<file path="config.mk">
export PLATFORM = sky130hd
export DESIGN_NAME = lights_out_button_conditioner
export DESIGN_NICKNAME = d
export VERILOG_FILES = /design/src/rtl/lights_out_pkg.sv /design/src/rtl/lights_out_debounce.sv /design/src/rtl/lights_out_button_conditioner.sv
export SDC_FILE = /design/constraint.sdc
export NUM_CORES = 1
export LEC_CHECK = 0
export ABC_AREA = 1
export CAP_MARGIN = 20
export CORE_ASPECT_RATIO = 0.8
export CORE_UTILIZATION = 60
export CTS_BUF_LIST = sky130_fd_sc_hd__clkbuf_2 sky130_fd_sc_hd__clkbuf_4 sky130_fd_sc_hd__clkbuf_8
export CTS_CLUSTER_SIZE = 20
export DETAILED_ROUTE_END_ITERATION = 16
export PLACE_DENSITY = 0.79
export RECOVER_POWER = 100
export SLEW_MARGIN = 40
export SYNTH_ARGS = -nofsm -noshare
export SYNTH_HDL_FRONTEND = slang
export SYNTH_HIERARCHICAL = 1
export SYNTH_SLANG_ARGS = --single-unit
</file>
<file path="constraint.sdc">
create_clock -name clk -period 1.6 [get_ports clk]
set_clock_uncertainty 0.15 [all_clocks]
set_input_delay 0.16 -clock clk [delete_from_list [all_inputs] [get_ports clk]]
set_output_delay 0.16 -clock clk [all_outputs]
set_load 0.02 [all_outputs]
</file>
<file path="src/rtl/lights_out_pkg.sv">
// Shared definitions for the lights-out button front end: button count,
// conditioner FSM states and move-counter width.
package lights_out_pkg;

    localparam int N_BUTTONS    = 9;
    localparam int MOVE_COUNT_W = 8;

    typedef enum logic [1:0] {
        IDLE,
        EMIT,
        WAIT_RELEASE
    } btn_state_t;

    // True when more than one bit is set (a chord of simultaneous rises).
    function automatic logic multi_hot(input logic [N_BUTTONS-1:0] v);
        return (v & (v - 1'b1)) != '0;
    endfunction

endpackage

</file>
<file path="src/rtl/lights_out_debounce.sv">
// One button: 2-flop synchroniser, stability counter, debounced level and a
// registered rise pulse that is aligned with the level changing 0->1.
module lights_out_debounce #(
    parameter int DEBOUNCE_CYCLES = 16
) (
    input  logic clk,
    input  logic rst_n,
    input  logic ena,
    input  logic btn_raw,
    output logic level,
    output logic rise
);

    localparam int CNT_W = $clog2(DEBOUNCE_CYCLES + 1);
    localparam logic [CNT_W-1:0] CNT_LAST = CNT_W'(DEBOUNCE_CYCLES);

    logic             sync_p0;
    logic             sync_p1;
    logic [CNT_W-1:0] cnt;
    logic [CNT_W-1:0] cnt_inc;

    // Synchroniser stage: runs regardless of ena so it never holds stale metastability.
    always_ff @(posedge clk or negedge rst_n) begin
        if (!rst_n) begin
            sync_p0 <= 1'b0;
            sync_p1 <= 1'b0;
        end else begin
            sync_p0 <= btn_raw;
            sync_p1 <= sync_p0;
        end
    end

    assign cnt_inc = cnt + 1'b1;

    // Debounce stage
    always_ff @(posedge clk or negedge rst_n) begin
        if (!rst_n) begin
            cnt   <= '0;
            level <= 1'b0;
            rise  <= 1'b0;
        end else if (ena) begin
            rise <= 1'b0;
            if (sync_p1 != level) begin
                if (cnt_inc == CNT_LAST) begin
                    level <= sync_p1;
                    rise  <= sync_p1;
                    cnt   <= '0;
                end else begin
                    cnt <= cnt_inc;
                end
            end else begin
                cnt <= '0;
            end
        end
    end

endmodule

</file>
<file path="src/rtl/lights_out_button_conditioner.sv">
// Nine debounced buttons feeding a single-move arbiter with valid/ready output.
// Optional saturating accepted-move counter: define LIGHTS_OUT_MOVE_COUNT_EN.
module lights_out_button_conditioner
    import lights_out_pkg::*;
#(
    parameter int DEBOUNCE_CYCLES = 16
) (
    input  logic                    clk,
    input  logic                    rst_n,
    input  logic                    ena,
    input  logic [N_BUTTONS-1:0]    btn_raw,
    output logic [N_BUTTONS-1:0]    press_onehot,
    output logic                    press_valid,
    input  logic                    press_ready
`ifdef LIGHTS_OUT_MOVE_COUNT_EN
    ,
    output logic [MOVE_COUNT_W-1:0] move_count
`endif
);

    logic [N_BUTTONS-1:0] level;
    logic [N_BUTTONS-1:0] rise;
    btn_state_t           state;
    btn_state_t           state_next;
    logic [N_BUTTONS-1:0] onehot_next;

    for (genvar g = 0; g < N_BUTTONS; g++) begin : g_btn
        lights_out_debounce #(
            .DEBOUNCE_CYCLES(DEBOUNCE_CYCLES)
        ) u_debounce (
            .clk    (clk),
            .rst_n  (rst_n),
            .ena    (ena),
            .btn_raw(btn_raw[g]),
            .level  (level[g]),
            .rise   (rise[g])
        );
    end

    // Arbitration stage
    always_ff @(posedge clk or negedge rst_n) begin
        if (!rst_n) begin
            state        <= IDLE;
            press_onehot <= '0;
        end else if (ena) begin
            state        <= state_next;
            press_onehot <= onehot_next;
        end
    end

    always_comb begin
        state_next  = state;
        onehot_next = press_onehot;
        case (state)
            IDLE: begin
                if (rise != '0) begin
                    if (multi_hot(rise)) begin
                        state_next = WAIT_RELEASE;
                    end else begin
                        onehot_next = rise;
                        state_next  = EMIT;
                    end
                end
            end
            EMIT: begin
                if (press_ready) begin
                    onehot_next = '0;
                    state_next  = WAIT_RELEASE;
                end
            end
            WAIT_RELEASE: begin
                // Rises arriving here belong to a held or chorded press and are dropped.
                if (level == '0) begin
                    state_next = IDLE;
                end
            end
            default: begin
                onehot_next = '0;
                state_next  = IDLE;
            end
        endcase
    end

    // Decoded from state so an asynchronous reset drops it immediately.
    assign press_valid = (state == EMIT);

`ifdef LIGHTS_OUT_MOVE_COUNT_EN
    logic transfer;

    assign transfer = press_valid & press_ready;

    always_ff @(posedge clk or negedge rst_n) begin
        if (!rst_n) begin
            move_count <= '0;
        end else if (ena && transfer && (move_count != '1)) begin
            move_count <= move_count + 1'b1;
        end
    end
`endif

endmodule

</file>
==> metrics.md <==
| Metric | Value |
|---|---|
| Fin. Hold Viols | 0 |
| Synthesis Warnings | 6 |
| Largest cells by area after synthesis | dfrtp_1 46%, nand2_1 15%, nand3_2 5.2%, inv_1 5.1%, nand4_1 4.5% |
| Largest net degree at the start of global routing | 49 |
| Initial Utilization | between 60 and 70% |
| FILL cells | between 600 and 700 |
| Seq. cell area | 0.00231 mm² |
| Post-Syn Area per Cell | around 8.6 µm² |
| Slew @ Worst Pin | around 0.97 ns |
| Core area | 0.00806 mm² |
| Post-DR wirelength/cell | between 10 and 15 µm |
| Critical Path End Type | flip-flop |
| Die Y | roughly 84 µm |
| Failing checks | negative setup slack |
| Total track usage | roughly a quarter |
| Post-Synthesis Cells | 590 |
| Post-synthesis sequential area ratio | 45.6% |
| Root Buffer | clkbuf_8 |
| Number of global-route vias before repair | around 3.8k |
| Leak pwr | approximately 2.8 nW |
| Tcrit/Tclk final | 102% |
| Final min period | 1.63 ns |
| Pre-CTS WS | -0.0455 ns |
| RSZ-0062 raised after global routing | true |
| RD Place Congestion | 0.827 |
| Worst-path clk slew | 0.09 ns |
| Synth top area share | 45.6% |
| Synth async-reset ratio | 100% |
| Final Slew Violations | 0 |
| Yosys top cell by area | dfrtp_1 |
| Hpwl dp | between 7000 and 8000 µm |
| Top cells by count, synth | 204 x nand2_1, 92 x dfrtp_1, 68 x inv_1, 36 x nand4_1, 29 x o21ai_0 |
| Final WL | about 10000 µm |
| Vias | between 3k and 4k |
| Outcome | finished, violations left |
| Congestion Overflow GR | 0 |
| Upper clock frequency limit | just over 0.6 GHz |
| PD cells | 903 mW/mm² |
| Die area | between 0.008 and 0.009 mm² |
| Crit Path Class | reg2reg |
| Yosys reg bits | 92 |
| First-pass GRT wire length | 16900 µm |
| CTS Sinks | a little over 90 |
| Ys flop type | dfrtp_1 |
| WP data arrival | approximately 1.8 ns |
| Io pins | 23 |
| Count of cell types in the netlist | 23 |
| HP Class | in2reg |
| H-tree levels | 3 |
| Skew-Pair Late Insertion Delay | 0.37 ns |
| Worst Hold Margin | 0.128 ns |
| Final Worst Setup Slack | -0.0348 ns |
| Vias per std cell | approximately 5.3 |
| Port buffer count | 22 |
| Final antenna-violating net count | 0 |
| Mapped Nets | 612 |
| Clock tree buffer depth | 2 |
| Final setup viols | 8 |
| Post-synth EDFFs | 0 |
| Worst Path Required | between 1.5 and 2 ns |
| CTS tree | yes |
| VDD IR max | roughly 740 µV |
| Share of layout cells above drive strength 1 | between 10% and 20% |
| Most common cell in the netlist | nand2_1 |
| DR iter-0 viols | between 200 and 250 |
| Initial antenna violation count | 0 |
| Rel. slew slack | a little over a third |
| Die W | roughly 100 µm |
| NumNets Final | around 660 |
| Antenna Diode Count | 0 |
| Maximum fanout along the worst path | 4 |
| FP Rows | 29 |
| Post-Synthesis Cell Area | between 0.005 and 0.006 mm² |
| DR pass1 iterations | 7 |
| Num CTS Buffers | 9 |
| DRC viols | 0 |
| Max-Cap Viols | 0 |
| Nature of the critical path startpoint | flip-flop |
| Area growth from synthesis to layout | 11.6% |
| Footprint of the multi-input gates | 0.00232 mm² |
==> final cells by class <==
type | instances | area share (%)
repair buffers | 44 | 6.99
multi-input cells | 416 | 41.1
flip-flops and latches | 92 | 40.9
clock inverters | 5 | 1.04
well taps | 108 | 2.40
clock buffers | 11 | 2.69
inverters | 72 | 4.80
==> state kept, by name, summed over array words and instances, names as in the netlist <==
register,cells
g_btn.u_debounce/cnt,45
g_btn.u_debounce/level,9
g_btn.u_debounce/rise,9
g_btn.u_debounce/sync_p0,9
g_btn.u_debounce/sync_p1,9
press_onehot,9
state,2
==> final timing paths <==
kind                                          endpoint                         from  slack [ns]  depth (start not counted)
max                                           state[1]     g_btn[3].u_debounce/rise       -0.03                          9
min                         g_btn[2].u_debounce/cnt[3]                          ena        0.13                          3
max reg2reg                                   state[1]     g_btn[3].u_debounce/rise       -0.03                          9
min reg2reg                g_btn[6].u_debounce/sync_p1  g_btn[6].u_debounce/sync_p0        0.20                          0
max in group asynchronous   g_btn[5].u_debounce/cnt[1]                        rst_n        0.18                          3
min in group asynchronous   g_btn[3].u_debounce/cnt[4]                        rst_n        0.32                          3
==> placed cells by master, fill, tap and decap left out, types with 2 or more instances in the layout <==
cell / count
clkinvlp_4: 2
dlygate4sd3_1: 10
o21ai_2: 3
nor2_1: 21
nor2_2: 6
inv_2: 2
buf_4: 16
clkinv_1: 2
nor2_4: 17
nand3_2: 16
dfrtp_1: 88
o21ai_0: 29
nand2_1: 206
buf_12: 2
buf_6: 2
ha_1: 9
o22ai_1: 9
dlygate4sd2_1: 9
nand2_4: 3
xnor2_1: 9
nand2_2: 11
nand4_1: 36
inv_1: 68
buf_2: 2
nand3_1: 29
clkbuf_8: 11
nand3_4: 9
dfrtp_2: 4
==> metrics by stage <==
stage | area (µm²) | TNS (ns) | utilization, % | cells | total power [mW]
2_1_floorplan | 5050 | 0 | - | 590 | 3.24
3_3_place_gp | 5460 | 0 | 67.8 | 727 | 3.50
3_5_place_dp | 5460 | -0.282 | 67.8 | 727 | 3.53
4_1_cts | 5700 | -0.0121 | 70.8 | 747 | 5.16
5_1_grt | 5640 | -1.71 | 70.0 | 748 | 5.36
6_report | 5640 | -0.133 | 70.0 | 748 | 5.09
==> worst max-delay path, cell delays in order, from the launching register on <==
cell and delay, ns:
dfrtp_1 0.42, nor2_2 0.19, nand2_4 0.09, o21ai_2 0.13, nand2_2 0.07, nor2_4 0.18
buf_4 0.14, nand2_2 0.05, clkinv_1 0.05, nor2_1 0.04
==> repair_timing <==
item | in CTS | in global routing
setup endpoints to repair | 19 | 29
endpoints found under the hold margin | 92 | 0
pin swaps | 2 | 4
hold buffers | 1 | 0
resized for setup | 14 | 25
buffers inserted | 3 | 1
==> kinds of logic (layout without fill, tap and decap cells) <==
group | count (synthesis) | count (layout) | synth area share (%)
AND/OR/NAND/NOR | 356 | 356 | 38.6
flip-flops | 92 | 92 | 45.6
buffers and inverters | 82 | 132 | 7.58
AO/OA/AOI/OAI | 42 | 42 | 4.46
adder cells (fa/ha/maj) | 9 | 9 | 2.23
XOR/XNOR | 9 | 9 | 1.56
==> power breakdown <==
group	internal, mW	total (mW)	switching [mW]	leakage, nW
registers	2.46	2.63	0.170	1.22
logic	0.285	0.841	0.556	1.47
clock network	0.809	1.62	0.812	0.102
total	3.55	5.09	1.54	2.79
==> per-layer routing <==
layer / vias to the layer above / track usage [%] / share of wire, %
li1: 1995 / - / -
met1: 1846 / 30.7 / 46
met2: 84 / 41.2 / 49
met3: 19 / 5.70 / 3.9
met4: 0 / 6.88 / 1.6
met5: - / 0 / 0
No activity file was read; power rests on OpenSTA's default activity.
